`src/rtl/mem_port_arbiter.sv`:
```
// mem_port_arbiter
//   Shares one single-ported memory between the instruction-fetch (IF) requester
//   and the load/store (DM) requester. A winner is picked in IDLE, the memory is
//   held for MEM_LATENCY busy cycles, the read data is registered on the last
//   busy cycle, and a one-cycle ack is returned in DONE.
//
//   Handshake: a requester raises req with its address/data and holds all of
//   them stable until it sees its one-cycle ack; the grant is never preempted,
//   and the ack always pulses once the access has started.
//
//   Optional build macro FAIR_RR_EN: when defined, simultaneous requests are
//   resolved round-robin against the previous grant; when undefined, DM always
//   wins a tie.
//
//   state_dbg_o exposes the FSM state (0 = IDLE, 1 = BUSY, 2 = DONE).
module mem_port_arbiter #(
    parameter int unsigned MEM_LATENCY = 2
) (
    input  logic        clk,
    input  logic        reset,
    input  logic        if_req,
    input  logic [31:0] if_addr,
    input  logic        dm_req,
    input  logic        dm_we,
    input  logic [31:0] dm_addr,
    input  logic [31:0] dm_wdata,
    input  logic [31:0] port_rdata,
    output logic        port_sel,
    output logic        port_en,
    output logic        port_we,
    output logic [31:0] rdata,
    output logic        if_ack,
    output logic        dm_ack,
    output logic        if_stall,
    output logic        dm_stall,
    output logic [1:0]  state_dbg_o
);

    typedef enum logic [1:0] {
        IDLE = 2'd0,
        BUSY = 2'd1,
        DONE = 2'd2
    } state_t;

    // Counter preload: the counter runs MEM_LATENCY-1 down to 0 inclusive.
    localparam logic [3:0] CNT_INIT = 4'(MEM_LATENCY - 1);

    state_t      state_q, state_d;
    logic [3:0]  cnt_q, cnt_d;
    logic        sel_q, sel_d;       // 0 = IF path, 1 = DM path
    logic        we_q, we_d;         // dm_we latched at grant
    logic [31:0] rdata_q, rdata_d;
    logic        grant_dm;

`ifdef FAIR_RR_EN
    logic        last_grant_q, last_grant_d;   // 0 = IF, 1 = DM
`endif

    // The memory address/data muxes sit outside this block; only their select
    // is produced here, so the request payloads are not consumed.
    logic unused_ok;
    assign unused_ok = ^{if_addr, dm_addr, dm_wdata};

    // Arbitration winner for an IDLE-cycle grant.
`ifdef FAIR_RR_EN
    assign grant_dm = dm_req & (~if_req | ~last_grant_q);
`else
    assign grant_dm = dm_req;
`endif

    // Next-state logic for the access sequencer.
    always_comb begin
        state_d = state_q;
        cnt_d   = cnt_q;
        sel_d   = sel_q;
        we_d    = we_q;
        rdata_d = rdata_q;
`ifdef FAIR_RR_EN
        last_grant_d = last_grant_q;
`endif
        case (state_q)
            IDLE: begin
                if (if_req | dm_req) begin
                    state_d = BUSY;
                    cnt_d   = CNT_INIT;
                    sel_d   = grant_dm;
                    we_d    = grant_dm & dm_we;
`ifdef FAIR_RR_EN
                    last_grant_d = grant_dm;
`endif
                end
            end
            BUSY: begin
                if (cnt_q == 4'd0) begin
                    rdata_d = port_rdata;
                    state_d = DONE;
                end else begin
                    cnt_d = cnt_q - 4'd1;
                end
            end
            DONE: begin
                state_d = IDLE;
            end
            default: begin
                state_d = IDLE;
            end
        endcase
    end

    // State and datapath registers; reset abandons any access in flight.
    always_ff @(posedge clk or posedge reset) begin
        if (reset) begin
            state_q <= IDLE;
            cnt_q   <= 4'd0;
            sel_q   <= 1'b0;
            we_q    <= 1'b0;
            rdata_q <= 32'd0;
`ifdef FAIR_RR_EN
            last_grant_q <= 1'b0;
`endif
        end else begin
            state_q <= state_d;
            cnt_q   <= cnt_d;
            sel_q   <= sel_d;
            we_q    <= we_d;
            rdata_q <= rdata_d;
`ifdef FAIR_RR_EN
            last_grant_q <= last_grant_d;
`endif
        end
    end

    // Outputs decode directly from registered state so they drop with reset.
    always_comb begin
        port_sel    = sel_q;
        port_en     = (state_q == BUSY);
        port_we     = (state_q == BUSY) & sel_q & we_q;
        rdata       = rdata_q;
        if_ack      = (state_q == DONE) & ~sel_q;
        dm_ack      = (state_q == DONE) & sel_q;
        if_stall    = if_req & ~if_ack;
        dm_stall    = dm_req & ~dm_ack;
        state_dbg_o = state_q;
    end

endmodule

```
`config.mk`:
```
export PLATFORM = sky130hd
export DESIGN_NAME = mem_port_arbiter
export DESIGN_NICKNAME = d
export VERILOG_FILES = /design/src/rtl/mem_port_arbiter.sv
export SDC_FILE = /design/constraint.sdc
export NUM_CORES = 1
export LEC_CHECK = 0
export CORE_MARGIN = 2
export CORE_UTILIZATION = 28
export CTS_CLUSTER_SIZE = 40
export DETAILED_ROUTE_END_ITERATION = 6
export GPL_TIMING_DRIVEN = 0
export PLACE_DENSITY = 0.79
export SKIP_LAST_GASP = 1
export SLEW_MARGIN = 20
export SYNTH_ARGS = -nofsm -noshare
export SYNTH_HDL_FRONTEND = slang
export SYNTH_SLANG_ARGS = --single-unit
export TNS_END_PERCENT = 1
```
`constraint.sdc`:
```
create_clock -name clk -period 2 [get_ports clk]
set_clock_uncertainty 0.15 [all_clocks]
set_input_delay 0.4 -clock clk [delete_from_list [all_inputs] [get_ports clk]]
set_output_delay 0.4 -clock clk [all_outputs]
set_load 0.05 [all_outputs]
```
==> impl_metrics.json <==
{
  "status": "finished with violations",
  "violations": "setup timing",
  "leakage_nw": 1.13,
  "drtIter0Drc": 47,
  "endpoint_kind": "output port",
  "combPwrFrac": 0.602,
  "syn_inst": 110,
  "synth.net_count": 245,
  "routed_wl_mm": 3.53,
  "worstPathRequired_ns": 1.45,
  "clkSlewWorstSetupHoldPaths_ns": 0.08,
  "peakVddDrop_v": 0.000986,
  "p_total_mw": 5.34,
  "critPathMaxFanout": 9,
  "cpPeakStageDelay_ns": 0.84,
  "ios": 174,
  "drive_above_1_share": 0.306,
  "swShare": 0.463,
  "vias": 1196,
  "p_int_mw": 2.87,
  "track_usage": 0.115,
  "core_um2": 5610,
  "slew_violations": 0,
  "grt_max_degree": 24,
  "first_pass_iters": 2,
  "cp.buffers_inverters": 1,
  "die_h_um": 80.7,
  "portBuffers": 77,
  "n_antenna_cell": 0,
  "syn_area_per_cell_um2": 15.0,
  "placed_cell_area_um2": 2560,
  "die_area_um2": 6510,
  "syn_to_final_growth_pct": 61.4,
  "clkLatencyLatePin_ns": 0.29,
  "grt_pass1_wl_mm": 5.60,
  "rsz0062_at_grt": "true",
  "cts_max_level": 2,
  "p_clk_frac": 0.122,
  "nets": 330,
  "clock.fmax_mhz": 463,
  "maxCapViolCount": 0,
  "setup-violations-final": 14,
  "fill_cells": 550,
  "cts_tree": "built",
  "path_delay_family": "buffers and inverters",
  "fin_crit_ns": 2.16,
  "fin_area_um2": 2660,
  "arrival_ns": 1.61,
  "mostFrequentLayoutCell": "clkdlybuf4s50_1",
  "period_share": 1.08,
  "layout_common_cells": "70 x clkdlybuf4s50_1, 38 x dfrtp_1, 32 x mux2_2, 6 x clkbuf_8",
  "drc": 0,
  "synth_cell_types": 28,
  "power_density_nw_per_um2": 2010,
  "worstSetupPathType": "reg2out",
  "synth-warning-count": 0,
  "yosysSeqAreaShare": 0.607,
  "syn-cell-area_um2": 1650,
  "clock_path_buffers": 2,
  "synth_top_area_cell": "dfrtp_1",
  "holdWs_ns": 0.273,
  "postRouteAntennaNets": 0,
  "postCtsSetupRepairBufs": 0,
  "hp-class": "in2async",
  "synth_top_area_share": 0.607,
  "hold_buffers": 0,
  "grt_pass1_vias": 1227,
  "antenna_found_initial": 0,
  "worst_setup_path_start_kind": "flip-flop",
  "maxSlewHeadroom": 0.644,
  "crit_chain": "clkdlybuf4s50_1",
  "rows": 27,
  "ys_seq_elements": 40,
  "synthTopCellsByArea": "dfrtp_1 61%, mux2_2 22%, ha_1 1.5%, buf_6 1.4%, inv_1 1.1%",
  "die_w_um": 80.7,
  "max_slew.worst_pin.slew_ns": 0.532,
  "initial_core_util": 0.294,
  "hpwl_mm": 2.67,
  "slowest_stage": "clkdlybuf4s50_1",
  "layout_setup_ws_ns": -0.159,
  "cts.sinks": 40,
  "p_seq_frac": 0.276,
  "cts-root-buf": "clkbuf_8",
  "post_drt_via_cell_ratio": 4.46,
  "place.gp.congestion": 0.688,
  "numCtsBuffers": 5,
  "cts_resized": 13,
  "wire_per_inst_um": 13.2,
  "hold_viol": 0,
  "power_switching_mw": 2.47,
  "grt.overflow.total": 0
}
-- area by class of cell --
cell class | instances | area (µm²) | share of cell area
clock inverter | 3 | 42.5 | 0.0160
multi-input combinational | 62 | 609 | 0.229
inverter | 5 | 22.5 | 0.00847
timing repair buffer | 78 | 786 | 0.296
clock buffer | 5 | 68.8 | 0.0259
sequential | 40 | 1000 | 0.377
buffer | 3 | 36.3 | 0.0136
tap | 72 | 90.1 | 0.0339
-- sequential cells by signal (all words and copies together) (netlist names) --
register	count
we_q	1
rdata	32
state_dbg_o	2
port_sel	1
cnt_q	4
-- final timing paths --
| path | startpoint | endpoint | slack, ns | cells past startpoint |
|---|---|---|---|---|
| max | state_dbg_o[0] | state_dbg_o[0] | -0.16 | 1 |
| min | reset | rdata[16] | 0.27 | 2 |
| max reg2reg | cnt_q[0] | rdata[25] | 0.09 | 6 |
| min reg2reg | we_q | we_q | 0.34 | 1 |
| max in group asynchronous | reset | state_dbg_o[1] | 0.96 | 3 |
| min in group clk | we_q | we_q | 0.34 | 1 |
-- per-stage QoR --
| stage | TNS [ns] | utilization | instances | setup slack [ns] |
|---|---|---|---|---|
| 4_1_cts | -1.46 | 0.475 | 268 | -0.181 |
| 3_5_place_dp | -1.60 | 0.456 | 260 | -0.445 |
| 6_report | -0.848 | 0.474 | 268 | -0.159 |
| 3_3_place_gp | -16.23 | 0.452 | 259 | -0.485 |
| 5_1_grt | -2.85 | 0.474 | 268 | -0.211 |
| 2_1_floorplan | -0.349 | - | 110 | -0.106 |
-- routing by layer --
layer | GRT usage | vias to the layer above | part of all wire | wire length, µm
li1 | - | 564 | - | -
met1 | 0.136 | 563 | 0.42 | 1470
met2 | 0.164 | 60 | 0.42 | 1480
met3 | 0.0764 | 9 | 0.15 | 525
met4 | 0.0458 | 0 | 0.013 | 46
met5 | 0 | - | 0 | 0
-- power groups by stage --
stage	logic (mW)	clock network [mW]	registers, mW
CTS	3.25	0.681	1.48
floorplan	0.973	0	2.73
global placement	3.23	0	1.47
global route	3.39	0.710	1.53
finish	3.22	0.651	1.47
detailed placement	3.26	0	1.49
-- kinds of logic (layout without fill, tap and decap cells) --
kind of cell | after synthesis | in the layout | share of synthesized area
AOI/OAI and AO/OA | 10 | 10 | 0.0463
adders and majority gates | 2 | 2 | 0.0152
buffers and inverters | 8 | 94 | 0.0334
DFF | 40 | 40 | 0.607
muxes | 32 | 32 | 0.219
and+or+nand+nor | 18 | 18 | 0.0790
-- cell usage after synthesis --
cell	count
o21ai_0	3
a31o_2	2
a21boi_1	1
clkbuf_8	1
nand3b_1	1
or4_1	1
nor2_1	1
or2b_1	1
ha_1	2
nand2b_2	1
mux2_2	32
or3_1	1
o311a_1	1
nor2b_1	2
nand3_1	1
buf_6	2
a32o_1	1
a211oi_1	1
and3_1	1
nor3_1	3
nor3b_4	1
nand2_1	1
inv_1	5
and3b_1	1
nand2_4	1
nor3b_1	1
a22o_1	1
dfrtp_1	40
No activity file was read; power rests on OpenSTA's default activity.
